==> src/rtl/ring_shift_sequencer.sv <==
// ---------------------------------------------------------------------------
// ring_shift_sequencer
//
// Job controller for a W-bit right-rotating ring shift register. A job is
// accepted with a start handshake. The controller then clears the ring and
// shifts the latched word in serially, LSB first. Next it lets the ring rotate
// for the requested number of steps. Finally it captures the ring contents
// and compares them with the rotation it expects.
//
// The ring datapath rotates right on every clock where neither its load nor
// its reset is asserted. This controller never asks the ring to hold a value.
// Instead it schedules the job around that free-running rotation.
//
// Ports:
//   clk      system clock, rising edge
//   rst      synchronous active-low reset (0 = reset)
//   start    job request, only looked at while idle
//   data_in  word to load, latched when start is accepted
//   steps    rotations after load, latched when start is accepted
//   busy     high while a job is in flight (CLEAR/LOAD/ROTATE/CAPTURE)
//   done     one-cycle pulse when result/err are updated
//   result   ring contents captured at the end of the last job
//   err      result differed from the expected rotation of the last job
//   sh_rst   datapath reset (active-high, asynchronous in the datapath)
//   sh_ld    datapath serial-load enable
//   sh_in    datapath serial-load bit
//   ring_q   datapath parallel output
// ---------------------------------------------------------------------------
module ring_shift_sequencer #(
  parameter int W     = 6,
  parameter int CNT_W = 6
) (
  input  logic             clk,
  input  logic             rst,
  input  logic             start,
  input  logic [W-1:0]     data_in,
  input  logic [CNT_W-1:0] steps,
  output logic             busy,
  output logic             done,
  output logic [W-1:0]     result,
  output logic             err,
  output logic             sh_rst,
  output logic             sh_ld,
  output logic             sh_in,
  input  logic [W-1:0]     ring_q
);

  localparam int          IDX_W = (W > 1) ? $clog2(W) : 1;
  localparam logic [31:0] W_U   = 32'(W);

  typedef enum logic [2:0] {
    S_IDLE,
    S_CLEAR,
    S_LOAD,
    S_ROTATE,
    S_CAPTURE
  } state_t;

  state_t state, state_nx;

  // Job context latched at start
  logic [W-1:0]     wd, wd_nx;
  logic [CNT_W-1:0] n, n_nx;

  // Load bit index, load shift copy, and rotation counter
  logic [IDX_W-1:0] idx, idx_nx;
  logic [W-1:0]     ld_sr, ld_sr_nx;
  logic [CNT_W-1:0] rc, rc_nx;

  // Next values for registered outputs
  logic             sh_rst_nx, sh_ld_nx, sh_in_nx, done_nx;
  logic [W-1:0]     result_nx;
  logic             err_nx;

  // Expected ring contents at capture
  logic [31:0]      rot_amt;
  logic [W-1:0]     exp_word;

  // The expected word is the latched word rotated right by (n mod W).
  // W need not be a power of two, so a true modulo is used here and not a
  // truncation of n. Shifting the doubled word right and keeping the low W
  // bits gives a right rotation by any amount in 0..W-1.
  always_comb begin
    rot_amt  = 32'(n) % W_U;
    exp_word = W'({wd, wd} >> rot_amt);
  end

  // busy is a plain decode of the state register, so it has no path from
  // any input.
  assign busy = (state != S_IDLE);

  // Next-state and next-output logic.
  // The sh_* pins come straight from flops, so the datapath's asynchronous
  // reset never sees a glitch. Each sh_* pin therefore carries the value
  // that belongs to the state being entered on this edge.
  // During LOAD, ld_sr supplies the next serial bit. The first bit is
  // presented on the CLEAR->LOAD edge, so LOAD lasts exactly W cycles.
  // The rotation counter is compared before it is incremented, so
  // steps = 2^CNT_W-1 never wraps rc.
  always_comb begin
    state_nx  = state;
    wd_nx     = wd;
    n_nx      = n;
    idx_nx    = idx;
    ld_sr_nx  = ld_sr;
    rc_nx     = rc;
    sh_rst_nx = 1'b0;
    sh_ld_nx  = 1'b0;
    sh_in_nx  = 1'b0;
    done_nx   = 1'b0;
    result_nx = result;
    err_nx    = err;

    case (state)
      S_IDLE: begin
        if (start) begin
          wd_nx     = data_in;
          n_nx      = steps;
          sh_rst_nx = 1'b1;
          state_nx  = S_CLEAR;
        end
      end

      S_CLEAR: begin
        idx_nx   = '0;
        sh_ld_nx = 1'b1;
        sh_in_nx = wd[0];
        ld_sr_nx = wd >> 1;
        state_nx = S_LOAD;
      end

      S_LOAD: begin
        if (idx == IDX_W'(W - 1)) begin
          if (n == '0) begin
            state_nx = S_CAPTURE;
          end else begin
            rc_nx    = '0;
            state_nx = S_ROTATE;
          end
        end else begin
          idx_nx   = idx + IDX_W'(1);
          sh_ld_nx = 1'b1;
          sh_in_nx = ld_sr[0];
          ld_sr_nx = ld_sr >> 1;
        end
      end

      S_ROTATE: begin
        if (rc == n - CNT_W'(1)) begin
          state_nx = S_CAPTURE;
        end else begin
          rc_nx = rc + CNT_W'(1);
        end
      end

      S_CAPTURE: begin
        result_nx = ring_q;
        err_nx    = (ring_q != exp_word);
        done_nx   = 1'b1;
        state_nx  = S_IDLE;
      end

      default: begin
        state_nx = S_IDLE;
      end
    endcase
  end

  // State and output registers.
  // Reset clears all of them, including a job in progress. An aborted job
  // never produces a done pulse.
  always_ff @(posedge clk) begin
    if (!rst) begin
      state  <= S_IDLE;
      wd     <= '0;
      n      <= '0;
      idx    <= '0;
      ld_sr  <= '0;
      rc     <= '0;
      sh_rst <= 1'b0;
      sh_ld  <= 1'b0;
      sh_in  <= 1'b0;
      done   <= 1'b0;
      result <= '0;
      err    <= 1'b0;
    end else begin
      state  <= state_nx;
      wd     <= wd_nx;
      n      <= n_nx;
      idx    <= idx_nx;
      ld_sr  <= ld_sr_nx;
      rc     <= rc_nx;
      sh_rst <= sh_rst_nx;
      sh_ld  <= sh_ld_nx;
      sh_in  <= sh_in_nx;
      done   <= done_nx;
      result <= result_nx;
      err    <= err_nx;
    end
  end

endmodule

==> config.mk <==
export PLATFORM = sky130hd
export DESIGN_NAME = ring_shift_sequencer
export DESIGN_NICKNAME = d
export VERILOG_FILES = /design/src/rtl/ring_shift_sequencer.sv
export SDC_FILE = /design/constraint.sdc
export NUM_CORES = 1
export LEC_CHECK = 0
export ABC_AREA = 1
export BUFFER_PORTS_ARGS = -buffer_cell sky130_fd_sc_hd__buf_2
export CAP_MARGIN = 25
export CORE_AREA = 2 2 73 75
export CTS_CLUSTER_SIZE = 24
export DETAILED_ROUTE_END_ITERATION = 8
export DIE_AREA = 0 0 75 77
export PLACE_DENSITY = 0.75
export REMOVE_ABC_BUFFERS = 1
export SYNTH_ARGS = -nofsm -noshare
export SYNTH_HDL_FRONTEND = slang
export SYNTH_SLANG_ARGS = --single-unit
==> constraint.sdc <==
create_clock -name clk -period 4.2 [get_ports clk]
set_clock_uncertainty 0.15 [all_clocks]
set_input_delay 0.84 -clock clk [delete_from_list [all_inputs] [get_ports clk]]
set_output_delay 0.84 -clock clk [all_outputs]
set_load 0.02 [all_outputs]
* After elaboration in Yosys (flattened, before gate mapping)
Cells that the tools add are included.
** Storage, ports and cells
- Output and inout bits :: 12
- Input port bits :: 21
- Word-level logic and storage cells :: 59
- Flip-flop bits (word level) :: 41
** Operators by class
- Reduce and logical (&&, ||, !) cells :: 10
- Mux-type cells :: 19
- Shifts and indexed selects :: 1
- Add/sub/neg operators :: 3
- Eq/ne operators :: 13
- Divide/modulo/power cells :: 1
** Operators with widths (count)
- 6-bit by 3-bit modulo with 32-bit output, second input constant :: 1
- 12-bit by 32-bit right shift with 6-bit output :: 1
- 6-bit two-way mux :: 4
- 6-bit one-hot mux with 2 select lines :: 2
- 3-bit two-way mux :: 5
- 2-bit != test, second input constant :: 6
- 3-bit one-hot mux with 4 select lines :: 1
- 6-bit by 1-bit adder with 6-bit output, second input constant :: 1
- 3-bit by 2-bit == test with 1-bit output, second input constant :: 2
- 3-bit == test, second input constant :: 2
- 6-bit == test :: 1
- 6-bit logical NOT :: 1
- 6-bit != test :: 1
- 3-bit one-hot mux with 2 select lines :: 1
- 2-bit AND reduction :: 3
- 6-bit by 1-bit subtractor with 6-bit output, second input constant :: 1
- 1-bit two-way mux :: 4
- 1-bit one-hot mux with 2 select lines :: 2
- 4-bit AND reduction :: 1
- 2-bit nonzero test :: 2
- 3-bit by 1-bit adder with 3-bit output, second input constant :: 1
- 3-bit by 1-bit == test with 1-bit output, second input constant :: 1
- 3-bit logical NOT :: 1
- 3-bit AND reduction :: 1
- 3-bit nonzero test :: 1

* Longest topological paths before layout
- Depth after elaboration :: 4
- Gate-level depth with buffers :: 29

* Worst setup path after synthesis
No wires, ideal clock.
- Path kind :: reg2reg
- Start point :: reg n[4]
- End point :: reg err
- Stages on the path, launching flop included :: 30
- Path slack :: 1135 ps
- Data required time :: 3941 ps
- Path buffers :: 3
- Setup time :: 109 ps
- Data arrival time :: 2806 ps
- Cell sequence :: dfxtp_1 buf_4 clkbuf_1 ha_1 inv_1 nand2_1 nand2_1 nand2_1 nand3_1 nand2_1 inv_2 nand3_1 nand2_1 nand2_1 inv_2 ha_1 o21ai_0 o21ai_2 buf_6 nand3_1 nand3_1 nand3_1 nand2_1 nand2_1 nand2_1 nand2_1 nor2_1 nand3_1 nand2_1 inv_1
** On the way
- Cells in the longest elaborated chain, start to end :: 3
** Ends and longest elaborated chain
- from (decl) :: line 63 : logic [CNT_W-1:0] n, n_nx;
- from (signal assigned) :: line 189 : n <= n_nx;
- 6-bit by 3-bit modulo with 32-bit output :: line 84 : rot_amt = 32'(n) % W_U;
- 12-bit by 32-bit right shift with 6-bit output :: line 85 : exp_word = W'({wd, wd} >> rot_amt);
- 6-bit != test :: line 158 : err_nx = (ring_q != exp_word);
- to (signal assigned) :: line 198 : err <= err_nx;
- to (decl) :: line 41 : output logic err,
Every way passes these cells.
A chain may end at the register's enable or synchronous reset.

* Final worst setup path
Same ends and word-level chain as after synthesis.

==> insert_results.sql <==
INSERT INTO impl_metrics (metric_group, metric, value, unit) VALUES
('logic_synthesis', 'netlist_area_pre_place', '2430', 'sq um'),
('placement', 'dp.final_hpwl', '4139', 'microns'),
('logic_synthesis', 'synth_cell_type_count', '36', ''),
('min_path', 'worstHoldEndpoint', 'ld_sr[4]$_SDFFE_PN0P_', ''),
('route', 'routed_wire_length_per_instance', '11.91', 'microns'),
('min_path', 'hp-class', 'register to register', ''),
('power', 'p_per_area', '754.9', 'nW/um^2'),
('critical_path', 'worst_path_max_delay_cell', 'sky130_fd_sc_hd__dfxtp_1', ''),
('logic_synthesis', 'post_synth_inst_count', '364', ''),
('critical_path', 'critPathLaunchType', 'register', ''),
('logic_synthesis', 'synth_async_reset_ratio', '0', '%'),
('power', 'share_clk_of_total_power', '12.4', '%'),
('die', 'floorplan.die.height', '77', 'microns'),
('route', 'route.detailed.vias_per_inst', '5.255', ''),
('sta', 'slew_worst_pin', '0.5831', 'ns'),
('sta', 'grt_setup_unrepaired', 'no', ''),
('route', 'route.vias.total', '2433', ''),
('critical_path', 'worst-path-max-fanout', '12', ''),
('critical_path', 'timing.rr.start', 'n[4]$_SDFFE_PN0P_', ''),
('critical_path', 'rr_endpoint', 'err$_SDFFE_PN0P_', ''),
('placement', 'io_buffer_count', '32', ''),
('clocking', 'clkLatencyLatePin', '0.30', 'ns'),
('logic_synthesis', 'most_frequent_cell_after_synthesis', 'sky130_fd_sc_hd__nand2_1', ''),
('logic_synthesis', 'synth_seq_area_share', '32.96', '%'),
('route', 'post-route-drc-count', '0', ''),
('grt', 'grt_antenna_before_repair', '0', ''),
('clocking', 'post_cts_setup_repair_bufs', '0', ''),
('sta', 'final-setup-viol-count', '0', ''),
('grt', 'grt_start_max_net_pins', '21', ''),
('critical_path', 'critical_path_data_required_time', '4.26', 'ns'),
('power', 'cellInternalPower', '0.0009856', 'W'),
('finish', 'antenna-diode-count', '0', ''),
('clocking', 'post_cts_resize_count', '0', ''),
('power', 'design_power_total', '0.002049', 'W'),
('power', 'pwr-share-comb', '62.0', '%'),
('die', 'design.die.area', '5775', 'sq um'),
('route', 'drt_pass1_iterations', '4', ''),
('sta', 'worst_slack', '0.6390', 'ns'),
('die', 'fp-row-count', '26', ''),
('power', 'power.leakage', '1.251', 'nW'),
('logic_synthesis', 'synth_area_leader_cell', 'sky130_fd_sc_hd__dfxtp_1', ''),
('die', 'ioPinCount', '33', ''),
('status', 'status', 'finished clean', ''),
('logic_synthesis', 'synth-seq-cells', '40', ''),
('finish', 'num-nets-final', '421', ''),
('logic_synthesis', 'number_of_flops_mapped_to_enable_cells_by_yosys', '0', ''),
('finish', 'final_layout_size_suffix_gt1_share', '15.27', '%'),
('run', 'drv_cap', '0', ''),
('power', 'power.share.switching', '51.89', '%'),
('sta', 'period_share', '84.79', '%'),
('route', 'drt_wl_total', '5516', 'microns'),
('critical_path', 'longest_individual_stage_delay_on_the_worst_path', '0.53', 'ns'),
('critical_path', 'timing_worst_setup_path_type', 'register to register', ''),
('clocking', 'number_of_buffers_added_by_the_clock_tree_synthesis_step', '5', ''),
('power', 'power.share.sequential', '25.6', '%'),
('grt', 'first_global_vias', '2236', ''),
('route', 'drt_first_iter_violations', '142', ''),
('logic_synthesis', 'synth_warnings', '0', ''),
('sta', 'finalHoldViolCount', '0', ''),
('critical_path', 'worstRegToRegCells', '26', ''),
('placement', 'gp_congestion', '0.8152', ''),
('logic_synthesis', 'syn_area_per_cell', '6.675', 'sq um'),
('finish', 'synthToLayoutAreaGrowth', '11.69', '%'),
('grt', 'overflow', '0', ''),
('critical_path', 'r2r_slack', '0.64', 'ns'),
('power', 'ir_worst_vdd', '0.3707', 'mV'),
('logic_synthesis', 'synth_top_area_share', '32.96', '%'),
('sta', 'timing.final.crit_period', '3.561', 'ns'),
('clocking', 'clockRootBuffer', 'sky130_fd_sc_hd__clkbuf_8', ''),
('clocking', 'cts_max_level', '2', ''),
('critical_path', 'critical_path.startpoint', 'n[4]$_SDFFE_PN0P_', '');
-- logic make-up after synthesis --
family / synth area share, %
xor+xnor: 3.862
buf+inv: 8.960
fa+ha+maj: 3.604
flops: 32.96
compound gates: 15.45
simple gates: 35.17
-- per-stage QoR --
step	area (sq um)	instances	utilization (%)
2_1_floorplan	2377	353	-
3_3_place_gp	2633	456	52.89
3_5_place_dp	2633	456	52.89
4_1_cts	2714	463	54.52
5_1_grt	2714	463	54.52
6_report	2714	463	54.52
-- how the worst max path moves through the flow --
stage | endpoint | slack, ns | cells after the start
after floorplan | err$_SDFFE_PN0P_ | 0.98 | 26
after global placement | err$_SDFFE_PN0P_ | 0.76 | 26
after detailed placement | err$_SDFFE_PN0P_ | 0.67 | 26
after CTS | err$_SDFFE_PN0P_ | 0.67 | 26
after global routing | err$_SDFFE_PN0P_ | 0.17 | 26
final | err$_SDFFE_PN0P_ | 0.64 | 26
-- layer usage --
metal / routed length [microns] / part of all wire [%] / GRT usage [%] / vias up
li1: - / - / - / 1280
met1: 2670 / 48 / 27.46 / 1093
met2: 2505 / 45 / 32.98 / 50
met3: 250 / 4.5 / 4.862 / 10
met4: 89 / 1.6 / 7.679 / 0
met5: 0 / 0 / 0 / -
-- final cells by class --
| type | count | area, sq um |
|---|---|---|
| repair buffers | 33 | 167.7 |
| flip-flops and latches | 40 | 800.8 |
| fillers | 514 | 2263 |
| clock inverters | 2 | 12.51 |
| clock buffers | 5 | 68.82 |
| multi-input cells | 269 | 1411 |
| inverters | 44 | 165.2 |
| well taps | 70 | 87.58 |
-- worst max-delay path, delay by kind of cell (launching register included) --
family / cells / cell delay, ns
and+or+nand+nor: 18 / 1.55
AOI/OAI and AO/OA: 2 / 0.54
buffers and inverters: 4 / 0.21
adders and majority gates: 2 / 0.49
DFF: 1 / 0.53
-- power by group through the flow --
stage | sequential (W) | combinational (W) | clock, W
after floorplan | 0.000528 | 0.00101 | 0
after global placement | 0.000529 | 0.00123 | 0
after detailed placement | 0.000531 | 0.00126 | 0
after CTS | 0.000523 | 0.00127 | 0.000262
after global routing | 0.000535 | 0.00147 | 0.000273
final | 0.000524 | 0.00127 | 0.000254
-- cell usage in the layout, fill, tap and decap left out, drive strengths merged --
master and n:
nor3 8, a21oi 28, nand3 66, clkinv 3
nor4 2, xor2 7, nand4 4, nor3b 1
a22oi 1, a211oi 1, o211ai 1, clkinvlp 1
nand3b 1, nor2 20, xnor2 2, nand2 81
clkbuf 5, ha 7, buf 33, o2111ai 1
dfxtp 40, o21ai 29, a31oi 5, o21a 1
and3 2, o41ai 1, inv 42
-- registers in the layout, indices dropped and copies added, names as in the netlist --
register  count
n             6
rc            6
result        6
wd            6
ld_sr         5
idx           3
state         3
done          1
err           1
sh_in         1
sh_ld         1
sh_rst        1
Power figures use the tool's default switching activity.
